==> src/rtl/iq_pkg.sv <==
// iq_pkg: shared widths and the fetch-word layout for the instruction queue.
//   PC_W / INSTR_W : field widths of a fetch word
//   FETCH_W        : total fetch-word width (bufferOut)
//   fetch_word_t   : {pc, instr}, bit-identical to instructionFetch bufferOut
package iq_pkg;

    localparam int unsigned PC_W    = 24;
    localparam int unsigned INSTR_W = 32;
    localparam int unsigned FETCH_W = PC_W + INSTR_W;

    typedef struct packed {
        logic [PC_W-1:0]    pc;
        logic [INSTR_W-1:0] instr;
    } fetch_word_t;

endpackage

==> src/rtl/instruction_queue_if.sv <==
// instruction_queue_if: fetch-side and decode-side signals of the queue.
//   bufferOut  : fetch word from instructionFetch
//   fetchEn    : backpressure to fetch en
//   branchFlag : flush request (same net as fetch branchFlag)
//   outValid / outReady / outPc / outInstr : decode handshake and head entry
//   count      : current occupancy
// master = the queue, slave = its environment (fetch + decode).
interface instruction_queue_if #(parameter int unsigned DEPTH = 4);
    import iq_pkg::*;

    localparam int unsigned CNT_W = $clog2(DEPTH) + 1;

    fetch_word_t        bufferOut;
    logic               fetchEn;
    logic               branchFlag;
    logic               outValid;
    logic               outReady;
    logic [PC_W-1:0]    outPc;
    logic [INSTR_W-1:0] outInstr;
    logic [CNT_W-1:0]   count;

    modport master (
        input  bufferOut, branchFlag, outReady,
        output fetchEn, outValid, outPc, outInstr, count
    );

    modport slave (
        output bufferOut, branchFlag, outReady,
        input  fetchEn, outValid, outPc, outInstr, count
    );

endinterface

==> src/rtl/iq_storage.sv <==
// iq_storage: DEPTH-entry fetch-word register array.
//   clk   : write clock
//   we    : write enable, waddr/wdata : write port
//   raddr : read address, rdata : combinational read data
module iq_storage
    import iq_pkg::*;
#(
    parameter int unsigned DEPTH = 4
) (
    input  logic                     clk,
    input  logic                     we,
    input  logic [$clog2(DEPTH)-1:0] waddr,
    input  fetch_word_t              wdata,
    input  logic [$clog2(DEPTH)-1:0] raddr,
    output fetch_word_t              rdata
);

    logic [FETCH_W-1:0] mem [DEPTH];

    always_ff @(posedge clk) begin
        if (we) begin
            mem[waddr] <= wdata;
        end
    end

    assign rdata = fetch_word_t'(mem[raddr]);

endmodule

==> src/rtl/instruction_queue.sv <==
// instruction_queue: decoupling queue between instructionFetch and decode.
//   clk, rst : clock, asynchronous active-high reset
//   bus      : instruction_queue_if.master (bufferOut, fetchEn, branchFlag,
//              outValid, outReady, outPc, outInstr, count)
// Optional feature: define IQ_BYPASS_EN to present an in-flight word straight
// from bufferOut when the queue is empty (1-edge fetch-to-decode latency).
module instruction_queue
    import iq_pkg::*;
#(
    parameter int unsigned DEPTH = 4
) (
    input  logic                 clk,
    input  logic                 rst,
    instruction_queue_if.master  bus
);

    localparam int unsigned PTR_W = $clog2(DEPTH);
    localparam int unsigned CNT_W = PTR_W + 1;

    logic [PTR_W-1:0] rdPtr;
    logic [PTR_W-1:0] wrPtr;
    logic [CNT_W-1:0] cnt;
    logic             inflight;
    logic             empty;
    logic             bypassSel;
    logic             push;
    logic             pop;
    logic             fetchEnInt;
    logic [CNT_W:0]   reserved;
    fetch_word_t      headWord;

    assign empty = (cnt == '0);

    // Slots already owned: stored entries plus the word fetch is producing.
    // Pops are deliberately not credited, so overflow cannot occur.
    assign reserved   = {1'b0, cnt} + {{CNT_W{1'b0}}, inflight};
    assign fetchEnInt = !rst && !bus.branchFlag && (reserved < (CNT_W+1)'(DEPTH));

`ifdef IQ_BYPASS_EN
    assign bypassSel = empty && inflight;
`else
    assign bypassSel = 1'b0;
`endif

    // A bypassed word accepted by decode is consumed and never stored.
    assign push = inflight && !bus.branchFlag && !(bypassSel && bus.outReady);
    assign pop  = !empty && bus.outReady && !bus.branchFlag;

    iq_storage #(.DEPTH(DEPTH)) storage (
        .clk   (clk),
        .we    (push),
        .waddr (wrPtr),
        .wdata (bus.bufferOut),
        .raddr (rdPtr),
        .rdata (headWord)
    );

    always_ff @(posedge clk or posedge rst) begin
        if (rst) begin
            rdPtr    <= '0;
            wrPtr    <= '0;
            cnt      <= '0;
            inflight <= 1'b0;
        end else if (bus.branchFlag) begin
            rdPtr    <= '0;
            wrPtr    <= '0;
            cnt      <= '0;
            inflight <= 1'b0;
        end else begin
            inflight <= fetchEnInt;
            if (push) begin
                wrPtr <= wrPtr + PTR_W'(1);
            end
            if (pop) begin
                rdPtr <= rdPtr + PTR_W'(1);
            end
            if (push && !pop) begin
                cnt <= cnt + CNT_W'(1);
            end else if (pop && !push) begin
                cnt <= cnt - CNT_W'(1);
            end
        end
    end

    always_comb begin
        bus.outPc    = '0;
        bus.outInstr = '0;
        if (!empty) begin
            bus.outPc    = headWord.pc;
            bus.outInstr = headWord.instr;
        end else if (bypassSel) begin
            bus.outPc    = bus.bufferOut.pc;
            bus.outInstr = bus.bufferOut.instr;
        end
    end

    assign bus.outValid = !empty || (bypassSel && !bus.branchFlag);
    assign bus.fetchEn  = fetchEnInt;
    assign bus.count    = cnt;

endmodule
==> src/flat_wrapper.sv <==
// flat-port wrapper written by rule: the top's interface ports become plain ports
module instruction_queue_flat import iq_pkg::*;
#(
    parameter int unsigned DEPTH = 4
)
  (clk, rst, bus_bufferOut, bus_branchFlag, bus_outReady, bus_fetchEn, bus_outValid, bus_outPc, bus_outInstr, bus_count);
  instruction_queue_if #(.DEPTH(DEPTH)) bus_i ();
  input  logic clk;
  input  logic rst;
  input wire logic [$bits(bus_i.bufferOut)-1:0] bus_bufferOut;
  input wire logic [$bits(bus_i.branchFlag)-1:0] bus_branchFlag;
  input wire logic [$bits(bus_i.outReady)-1:0] bus_outReady;
  output wire logic [$bits(bus_i.fetchEn)-1:0] bus_fetchEn;
  output wire logic [$bits(bus_i.outValid)-1:0] bus_outValid;
  output wire logic [$bits(bus_i.outPc)-1:0] bus_outPc;
  output wire logic [$bits(bus_i.outInstr)-1:0] bus_outInstr;
  output wire logic [$bits(bus_i.count)-1:0] bus_count;
  assign bus_i.bufferOut = bus_bufferOut;
  assign bus_i.branchFlag = bus_branchFlag;
  assign bus_i.outReady = bus_outReady;
  assign bus_fetchEn = bus_i.fetchEn;
  assign bus_outValid = bus_i.outValid;
  assign bus_outPc = bus_i.outPc;
  assign bus_outInstr = bus_i.outInstr;
  assign bus_count = bus_i.count;
  instruction_queue #(.DEPTH(DEPTH)) u_core (.clk(clk), .rst(rst), .bus(bus_i));
endmodule
==> config.mk <==
export PLATFORM = sky130hd
export DESIGN_NAME = instruction_queue_flat
export DESIGN_NICKNAME = d
export VERILOG_FILES = /design/src/rtl/iq_pkg.sv /design/src/rtl/instruction_queue_if.sv /design/src/rtl/iq_storage.sv /design/src/rtl/instruction_queue.sv /design/src/flat_wrapper.sv
export SDC_FILE = /design/constraint.sdc
export NUM_CORES = 1
export LEC_CHECK = 0
export BUFFER_PORTS_ARGS = -buffer_cell sky130_fd_sc_hd__buf_4
export CAP_MARGIN = 10
export CELL_PAD_IN_SITES_DETAIL_PLACEMENT = 2
export CELL_PAD_IN_SITES_GLOBAL_PLACEMENT = 2
export CORE_ASPECT_RATIO = 0.9
export CORE_UTILIZATION = 44
export CTS_BUF_LIST = sky130_fd_sc_hd__clkbuf_8 sky130_fd_sc_hd__clkbuf_16
export DETAILED_ROUTE_END_ITERATION = 7
export GPL_TIMING_DRIVEN = 1
export MAX_ROUTING_LAYER = met4
export PLACE_DENSITY_LB_ADDON = 0.1
export SLEW_MARGIN = 20
export SYNTH_ARGS = -nofsm -noshare
export SYNTH_HDL_FRONTEND = slang
export SYNTH_SLANG_ARGS = --single-unit
==> constraint.sdc <==
create_clock -name clk -period 3.2 [get_ports clk]
set_input_delay 0.16 -clock clk [delete_from_list [all_inputs] [get_ports clk]]
set_output_delay 0.16 -clock clk [all_outputs]
set_load 0.02 [all_outputs]
; Word-level counts from Yosys, hierarchy flattened
; Memories as Yosys holds them, arrays and structs flattened.
; Index checks and enable logic that the tools add are counted.
[word_totals]
register_bits = 8
latch_bits = 0
mem_bits_rw = 224
rom_bits = 0
inputBits = 60
output_inout_bits = 61
n_memories = 1
[op_classes]
add_sub_neg = 5
n_mul = 0
div = 0
n_lt_le_gt_ge = 1
eq_ne = 0
shifts = 0
mux = 12
bitwise_logic = 0
n_reduce_logical = 16
[mem_list]
columns = name, depth, width, rd, rd_ports_with_merged_regs, wr, line_no
row1 = u_core.storage.mem, 4, 56, 1, 0, 1, iq_storage.sv:18  ; logic [FETCH_W-1:0] mem [DEPTH];
[ops]
columns = cell, count
row1 = two-way mux 32 bit, 1
row2 = two-way mux 24 bit, 1
row3 = two-way mux 3 bit, 3
row4 = two-way mux 2 bit, 4
row5 = logical AND 1 bit, 7
row6 = zero test 1 bit, 5
row7 = adder 2 x 1 -> 2 bit (second input constant), 2
row8 = adder 3 x 1 -> 4 bit, 1
row9 = < comparator 4 x 3 -> 1 bit (second input constant), 1
row10 = nonzero test 2 bit, 2
row11 = adder 3 x 1 -> 3 bit (second input constant), 1
row12 = zero test 3 bit, 1
row13 = two-way mux 1 bit, 3
row14 = nonzero test 3 bit, 1
row15 = subtractor 3 x 1 -> 3 bit (second input constant), 1

; Logic depth before layout (Yosys ltp)
; Gate-level depths: netlist (run 1).
[logic_depth]
depth_word = 8
ltp_mapped = 9
ltp_nobuf = 6

; Modules after synthesis
; A second synthesis (run 1) with hierarchy kept.
[unflattened]
cells_unflattened = 405
area_unflattened_um2 = 9004.9
[modules_own_cells]
columns = module, instances, cells_per_inst, area_each_um2
row1 = iq_storage, 1, 296, 8146.6
row2 = instruction_queue, 1, 109, 858.3

; Least setup slack after synthesis (run 1)
; No wires, ideal clock.
[synth_timing]
kind = reg2reg
from = register u_core.cnt[0] (netlist: u_core.bus.count[0])
to = register u_core.cnt[2] (netlist: u_core.bus.count[2])
arrival_ps = 2440
required_ps = 3118
slack_ps = 678
stages_incl_launch_ff = 10
path_buffers = 3
cell_sequence = dfrtp_1 -> buf_6 -> or3_1 -> buf_2 -> clkbuf_1 -> a21oi_1 -> fa_1 -> o21ai_0 -> or4b_1 -> a31oi_1
[synth_via]
elab_chain_len = 8
word_cells_on_any_way = 13
classes_between = 2 x add/sub / 3 x mux / 8 x reduce/logical
[synth_rtl]
columns = element, line_no
row1 = from (decl), instruction_queue.sv:22  ; logic [CNT_W-1:0] cnt;
row2 = from (signal assigned), instruction_queue.sv:78  ; cnt <= cnt + CNT_W'(1);
row3 = from (signal assigned), instruction_queue.sv:80  ; cnt <= cnt - CNT_W'(1);
row4 = zero test 3 bit *, instruction_queue.sv:32  ; assign empty = (cnt == '0);
row5 = zero test 1 bit *, --
row6 = named net bus_outValid, flat_wrapper.sv:14  ; output wire logic [$bits(bus_i.outValid)-1:0] bus_outValid;
row7 = logical AND 1 bit * (2 in series), instruction_queue.sv:47  ; assign pop = !empty && bus.outReady && !bus.branchFlag;
row8 = zero test 1 bit, instruction_queue.sv:77  ; if (push && !pop) begin
row9 = logical AND 1 bit, instruction_queue.sv:77
row10 = two-way mux 3 bit, instruction_queue.sv:77
row11 = two-way mux 3 bit, instruction_queue.sv:64  ; end else if (bus.branchFlag) begin
; The timed path passes the listed nets; every way through them passes the cells marked *. The select of a mux whose other input is x is not followed.
; A chain may end at the register's enable or synchronous reset.

; Worst setup path in the final report (run 1)
[layout_timing]
from = register u_core.rdPtr[0]
to = output port bus_outPc[4]
[layout_via]
elab_chain_len = 2
[layout_rtl]
columns = element, line_no
row1 = from (decl), instruction_queue.sv:20  ; logic [PTR_W-1:0] rdPtr;
row2 = from (signal assigned), instruction_queue.sv:75  ; rdPtr <= rdPtr + PTR_W'(1);
row3 = memory read (4 x 56 bit), --
row4 = two-way mux 24 bit, instruction_queue.sv:88  ; if (!empty) begin
row5 = to (decl), flat_wrapper.sv:15  ; output wire logic [$bits(bus_i.outPc)-1:0] bus_outPc;
; Every way passes these cells.

==> results of run 1 <==
## cells in the final DEF (no fill, tap or decap), types with 5 or more instances in the layout
master,instances
buf_12,5
clkinv_1,6
dlygate4sd3_1,58
dfrtp_1,6
nor2_1,8
buf_4,124
and2_1,56
clkbuf_16,24
inv_1,13
mux4_2,56
xor2_1,5
edfxtp_1,224
## power breakdown
group          switching, mW  leakage (nW)  internal (mW)
logic                   1.41          1.51           1.25
clock network           1.10         0.371           1.43
registers              0.139          2.13           3.43
total                   2.65          4.01           6.11
## layer usage
| layer | up-vias | wire length [µm] |
|---|---|---|
| li1 | 2073 | - |
| met3 | 40 | 666 |
| met2 | 135 | 11100 |
| met4 | 0 | 529 |
| met1 | 2507 | 8690 |
| met5 | - | 0 |
## cell families after synthesis
logic type,after synthesis,synth area share
AO/OA/AOI/OAI,14,0.0102
XOR/XNOR,6,0.00579
AND/OR/NAND/NOR,77,0.0516
flip-flops,232,0.763
multiplexers,57,0.140
buffers and inverters,30,0.0214
adder cells (fa/ha/maj),5,0.00772
## cell type report
type | count | area [µm²] | share of cell area
Sequential cell | 232 | 6930 | 0.600
Clock inverter | 17 | 105 | 0.00909
Multi-Input combinational cell | 159 | 1970 | 0.170
Clock buffer | 24 | 601 | 0.0519
Tap cell | 255 | 319 | 0.0276
Inverter | 6 | 22.5 | 0.00195
Antenna cell | 2 | 5.00 | 0.000433
Timing Repair Buffer | 187 | 1610 | 0.139
## worst max path at each step
stage	slack (ps)	end	from
floorplan	680	u_core.bus.count[2]	u_core.bus.count[0]
global placement	1000	u_core.bus.count[2]	u_core.bus.count[1]
detailed placement	950	u_core.bus.count[2]	u_core.bus.count[1]
CTS	430	bus_outPc[4]	u_core.rdPtr[0]
global route	330	bus_outInstr[4]	u_core.rdPtr[0]
finish	500	bus_outPc[4]	u_core.rdPtr[0]
## per-stage QoR
stage	instances	hold WS [ps]
4_1_cts	880	69.9
5_1_grt	882	111
2_1_floorplan	421	-24.3
3_3_place_gp	781	159
3_5_place_dp	781	168
6_report	882	84.5
## critical path, delay by kind of cell, from the launching register on
| family | cells | cell delay, ps |
|---|---|---|
| buf+inv | 2 | 530 |
| mux | 1 | 550 |
| simple gates | 1 | 190 |
| flops | 1 | 750 |
## registers in the layout, summed over array words and instances, names as in the netlist
register,cells
u_core.inflight,1
u_core.rdPtr,2
u_core.storage.mem,224
u_core.wrPtr,2
u_core.bus.count,3
## timing repair
item	4_1_cts	5_1_grt
hold buffers	58	0
hold endpoints to repair	239	0
setup buffers	0	0
==> results.sh, run 1 <==
export IMPL_worst_pin_slew_ps=646
export IMPL_cp_end_kind="output port"
export IMPL_post_synth_top_count_cell="edfxtp_1"
export IMPL_synth_nets=486
export IMPL_wl_um=20900
export IMPL_start_util=0.451
export IMPL_synth_edf_count=224
export IMPL_fp_dieW_um=153
export IMPL_cts_clk_slew_worst_paths_ps=60
export IMPL_irDropWorstVdd_uv=516
export IMPL_p_leak_nw=4.01
export IMPL_area_growth_pct=27.4
export IMPL_synth_top_flop_cell="edfxtp_1"
export IMPL_coreArea_um2=20100
export IMPL_io_pins=121
export IMPL_first_pass_iters=4
export IMPL_synth_commonest_cells="224 x edfxtp_1, 60 x and2_1, 56 x mux4_2, 10 x clkbuf_1"
export IMPL_numCtsBuffers=24
export IMPL_fin_area_um2=11600
export IMPL_rsz0062_at_grt="false"
export IMPL_min_path_type="in -> reg"
export IMPL_fmax_mhz=370
export IMPL_routedWlPerCell_um=23.7
export IMPL_final_setup_worst_slack_ps=495
export IMPL_max_stage_delay_ps=750
export IMPL_die_h_um=138
export IMPL_yosysWarnings=0
export IMPL_ys_top_cells_by_area="edfxtp_1 74%, mux4_2 14%, and2_1 4.1%, dfrtp_1 2.2%, buf_12 0.66%"
export IMPL_grt_pass1_wl_um=32100
export IMPL_synth_area_um2=9070
export IMPL_ant_nets=0
export IMPL_synthDominantCellAreaShare=0.741
export IMPL_clockBufferDepth=3
export IMPL_drt_iter0_markers=233
export IMPL_track_usage=0.211
export IMPL_use_met2=0.370
export IMPL_place_hpwl_um=12800
export IMPL_final_setup_viol_count=0
export IMPL_tritoncts="done"
export IMPL_slew_headroom=0.570
export IMPL_path_cells="buf_4 > mux4_2 > and2_1 > buf_4"
export IMPL_synth_seq_cells=232
export IMPL_crit_path_start_kind="flop"
export IMPL_dp_slack_ps=954
export IMPL_drive_gt1_frac=0.354
export IMPL_htreeDepth=1
export IMPL_placed_cell_area_um2=10300
export IMPL_dr_total_vias=4755
export IMPL_cellPowerDensity_nw_per_um2=758
export IMPL_final_hold_violation_count=0
export IMPL_routed_via_density=5.39
export IMPL_crit_reg2reg_launch="u_core.bus.count[0]"
export IMPL_cts_resized=0
export IMPL_fin_crit_sh=0.845
export IMPL_place_gp_congestion=0.771
export IMPL_synth_largest_area_cell="edfxtp_1"
export IMPL_synth_async_sr_flop_share=0.0345
export IMPL_syn_inst=421
export IMPL_ys_seq_area_frac=0.763
export IMPL_fin_util=0.575
export IMPL_min_to="u_core.rdPtr[0]"
export IMPL_fin_skew_ps=21.5
export IMPL_clock_sinks=232
export IMPL_status="finished clean"
export IMPL_overflow=0
export IMPL_met3_usage=0.0339
export IMPL_holdPathStages=4
export IMPL_finalSetupTns_ps=0
export IMPL_ff2ff_path_depth=6
export IMPL_path_common_cell="buf_4"
export IMPL_clk_latency_ps=520
export IMPL_fin_total_pwr_mw=8.77
export IMPL_antenna_found_initial=2
export IMPL_busiest_layer="met2"
export IMPL_crit_arrival_ps=2540
export IMPL_ys_types=29
export IMPL_syn_area_per_cell_um2=21.6
export IMPL_crit_fanout=22
export IMPL_crit_required_ps=3040
export IMPL_drc_errors=0
export IMPL_die_area_um2=21200
export IMPL_rr_endpoint="u_core.bus.count[2]"
export IMPL_grt_pass1_vias=5454
export IMPL_cp_slowest_cell="dfrtp_4"
export IMPL_r2r_slack_ps=790
export IMPL_port_buffers=120
export IMPL_fill_cells=1692
export IMPL_worstSetupPathType="reg -> out"
export IMPL_use_met1=0.251
export IMPL_hold_path_startpoint="bus_outReady"
export IMPL_drv_slew=0
export IMPL_fin_crit_ps=2700
export IMPL_grt_max_degree=62
export IMPL_final_nets=675
export IMPL_cts_root_buf="clkbuf_16"
export IMPL_rows=49
export IMPL_max_cap_violations=0
(Power assumes the default switching activity.)
==> run 2, diff against run 1 <==
==> constraint.sdc (replaced) <==
create_clock -name clk -period 2.7 [get_ports clk]
set_input_delay 0.135 -clock clk [delete_from_list [all_inputs] [get_ports clk]]
set_output_delay 0.135 -clock clk [all_outputs]
set_load 0.02 [all_outputs]
==> results.sh, run 2 (synthesis results as in run 1) <==
export IMPL_crit_fanout=21
export IMPL_crit_required_ps=2570
export IMPL_ant_nets=0
export IMPL_area_growth_pct=29.2
export IMPL_final_common_cell="edfxtp_1"
export IMPL_max_stage_delay_ps=680
export IMPL_path_cells="buf_12 > mux4_2 > and2_1 > buf_4"
export IMPL_worstSetupPathType="reg -> out"
export IMPL_die_h_um=138
export IMPL_status="finished clean"
export IMPL_postCtsSetupRepairBufs=0
export IMPL_rsz0062_at_grt="false"
export IMPL_fp_dieW_um=153
export IMPL_worst_pin_slew_ps=617
export IMPL_hold_ws_ps=91.6
export IMPL_final_setup_viol_count=0
export IMPL_antenna_found_initial=1
export IMPL_irDropWorstVdd_uv=687
export IMPL_multi_input_area_um2=1970
export IMPL_cp_slowest_cell="dfrtp_4"
export IMPL_cts_root_buf="clkbuf_16"
export IMPL_fin_area_um2=11700
export IMPL_crit_path_start_kind="flop"
export IMPL_die_area_um2=21200
export IMPL_track_usage=0.224
export IMPL_grt_max_degree=62
export IMPL_routedWlPerCell_um=25.1
export IMPL_first_pass_iters=4
export IMPL_crit_family="flip-flops"
export IMPL_cellPowerDensity_nw_per_um2=919
export IMPL_fill_cells=1643
export IMPL_fin_crit_sh=0.942
export IMPL_grt_pass1_wl_um=33900
export IMPL_routed_via_density=5.30
export IMPL_finalSetupTns_ps=0
export IMPL_cts_clk_slew_worst_paths_ps=60
export IMPL_clockBufferDepth=3
export IMPL_final_hold_violation_count=0
export IMPL_overflow=0
export IMPL_place_gp_congestion=0.737
export IMPL_clock_sinks=232
export IMPL_wl_um=22300
export IMPL_numCtsBuffers=24
export IMPL_drt_iter0_markers=217
export IMPL_io_pins=121
export IMPL_final_nets=681
export IMPL_htreeDepth=1
export IMPL_drive_gt1_frac=0.370
export IMPL_critPathBufInv=2
export IMPL_top_register="u_core.storage.mem"
export IMPL_clk_latency_ps=520
export IMPL_p_leak_nw=4.07
export IMPL_dr_total_vias=4711
export IMPL_tritoncts="done"
export IMPL_place_hpwl_um=13000
export IMPL_min_path_type="in -> reg"
export IMPL_rows=49
export IMPL_crit_arrival_ps=2410
export IMPL_drc_errors=0
export IMPL_slew_headroom=0.589
export IMPL_start_util=0.451
export IMPL_fmax_mhz=393
export IMPL_drv_slew=0
export IMPL_fin_total_pwr_mw=10.8
export IMPL_grt_pass1_vias=5422
export IMPL_largest_reg_flops=224
export IMPL_placed_cell_area_um2=10400
export IMPL_port_buffers=120
export IMPL_coreArea_um2=20100
export IMPL_fin_skew_ps=7.01
export IMPL_max_cap_violations=0
export IMPL_final_cell_mix="224 x edfxtp_1, 127 x buf_4, 58 x dlygate4sd3_1"
export IMPL_cp_end_kind="output port"
export IMPL_fin_crit_ps=2540
export IMPL_seq_area_um2=6930
==> run 2: cell types whose count changed in the layout (fill, tap and decap cells not counted), sizes merged <==
cell and change:
bufinv +2, diode -1, buf +6, clkinv +3, inv -5, clkinvlp +1, clkbuf +1
==> run 2: stage by stage <==
| step | util | setup WS (ps) | cells |
|---|---|---|---|
| floorplan | - | 178 | 421 |
| global placement | 0.515 | 523 | 787 |
| detailed placement | 0.515 | 362 | 787 |
| CTS | 0.583 | 104 | 888 |
| global route | 0.583 | 51.5 | 889 |
| finish | 0.583 | 157 | 889 |
==> run 2: area by class of cell <==
cell class | instances | share of cell area
Antenna cell | 1 | 0.000213
Clock buffer | 25 | 0.0534
Clock inverter | 18 | 0.0138
Inverter | 6 | 0.00192
Multi-Input combinational cell | 159 | 0.168
Sequential cell | 232 | 0.591
Tap cell | 255 | 0.0272
Timing Repair Buffer | 193 | 0.145
==> run 2: path summary, 6_finish.rpt <==
kind,endpoint,slack [ps],cells past startpoint,from
worst max-delay path,bus_outInstr[28],160,4,u_core.rdPtr[0]
worst min-delay path,u_core.bus.count[2],90,3,bus_outReady
worst max register to register,u_core.bus.count[2],310,6,u_core.bus.count[1]
worst min register to register,u_core.wrPtr[1],620,2,u_core.wrPtr[1]
max in group asynchronous,u_core.rdPtr[0],2260,3,rst
min in group asynchronous,u_core.bus.count[2],150,3,rst
==> run 2: power by group <==
| group | switching, mW | leakage, nW | total (mW) | internal [mW] |
|---|---|---|---|---|
| logic | 1.71 | 1.55 | 3.23 | 1.52 |
| registers | 0.149 | 2.13 | 4.21 | 4.06 |
| clock network | 1.37 | 0.394 | 3.33 | 1.96 |
| total | 3.23 | 4.07 | 10.8 | 7.54 |
==> run 2: repair_timing <==
| item | CTS | global route |
|---|---|---|
| resized for setup | 0 | 0 |
| endpoints found under the hold margin | 239 | 0 |
| hold buffers | 58 | 0 |
==> run 2: tightest hold or removal path: stages <==
cell and delay [ps]:
buf_4 160, or4b_1 180, a31oi_1 80
==> run 2: per-layer routing <==
layer / GRT usage / vias up / share of wire
li1: - / 2084 / -
met4: 0.0468 / 0 / 0.017
met2: 0.384 / 120 / 0.52
met5: - / - / 0
met1: 0.279 / 2479 / 0.42
met3: 0.0436 / 28 / 0.042
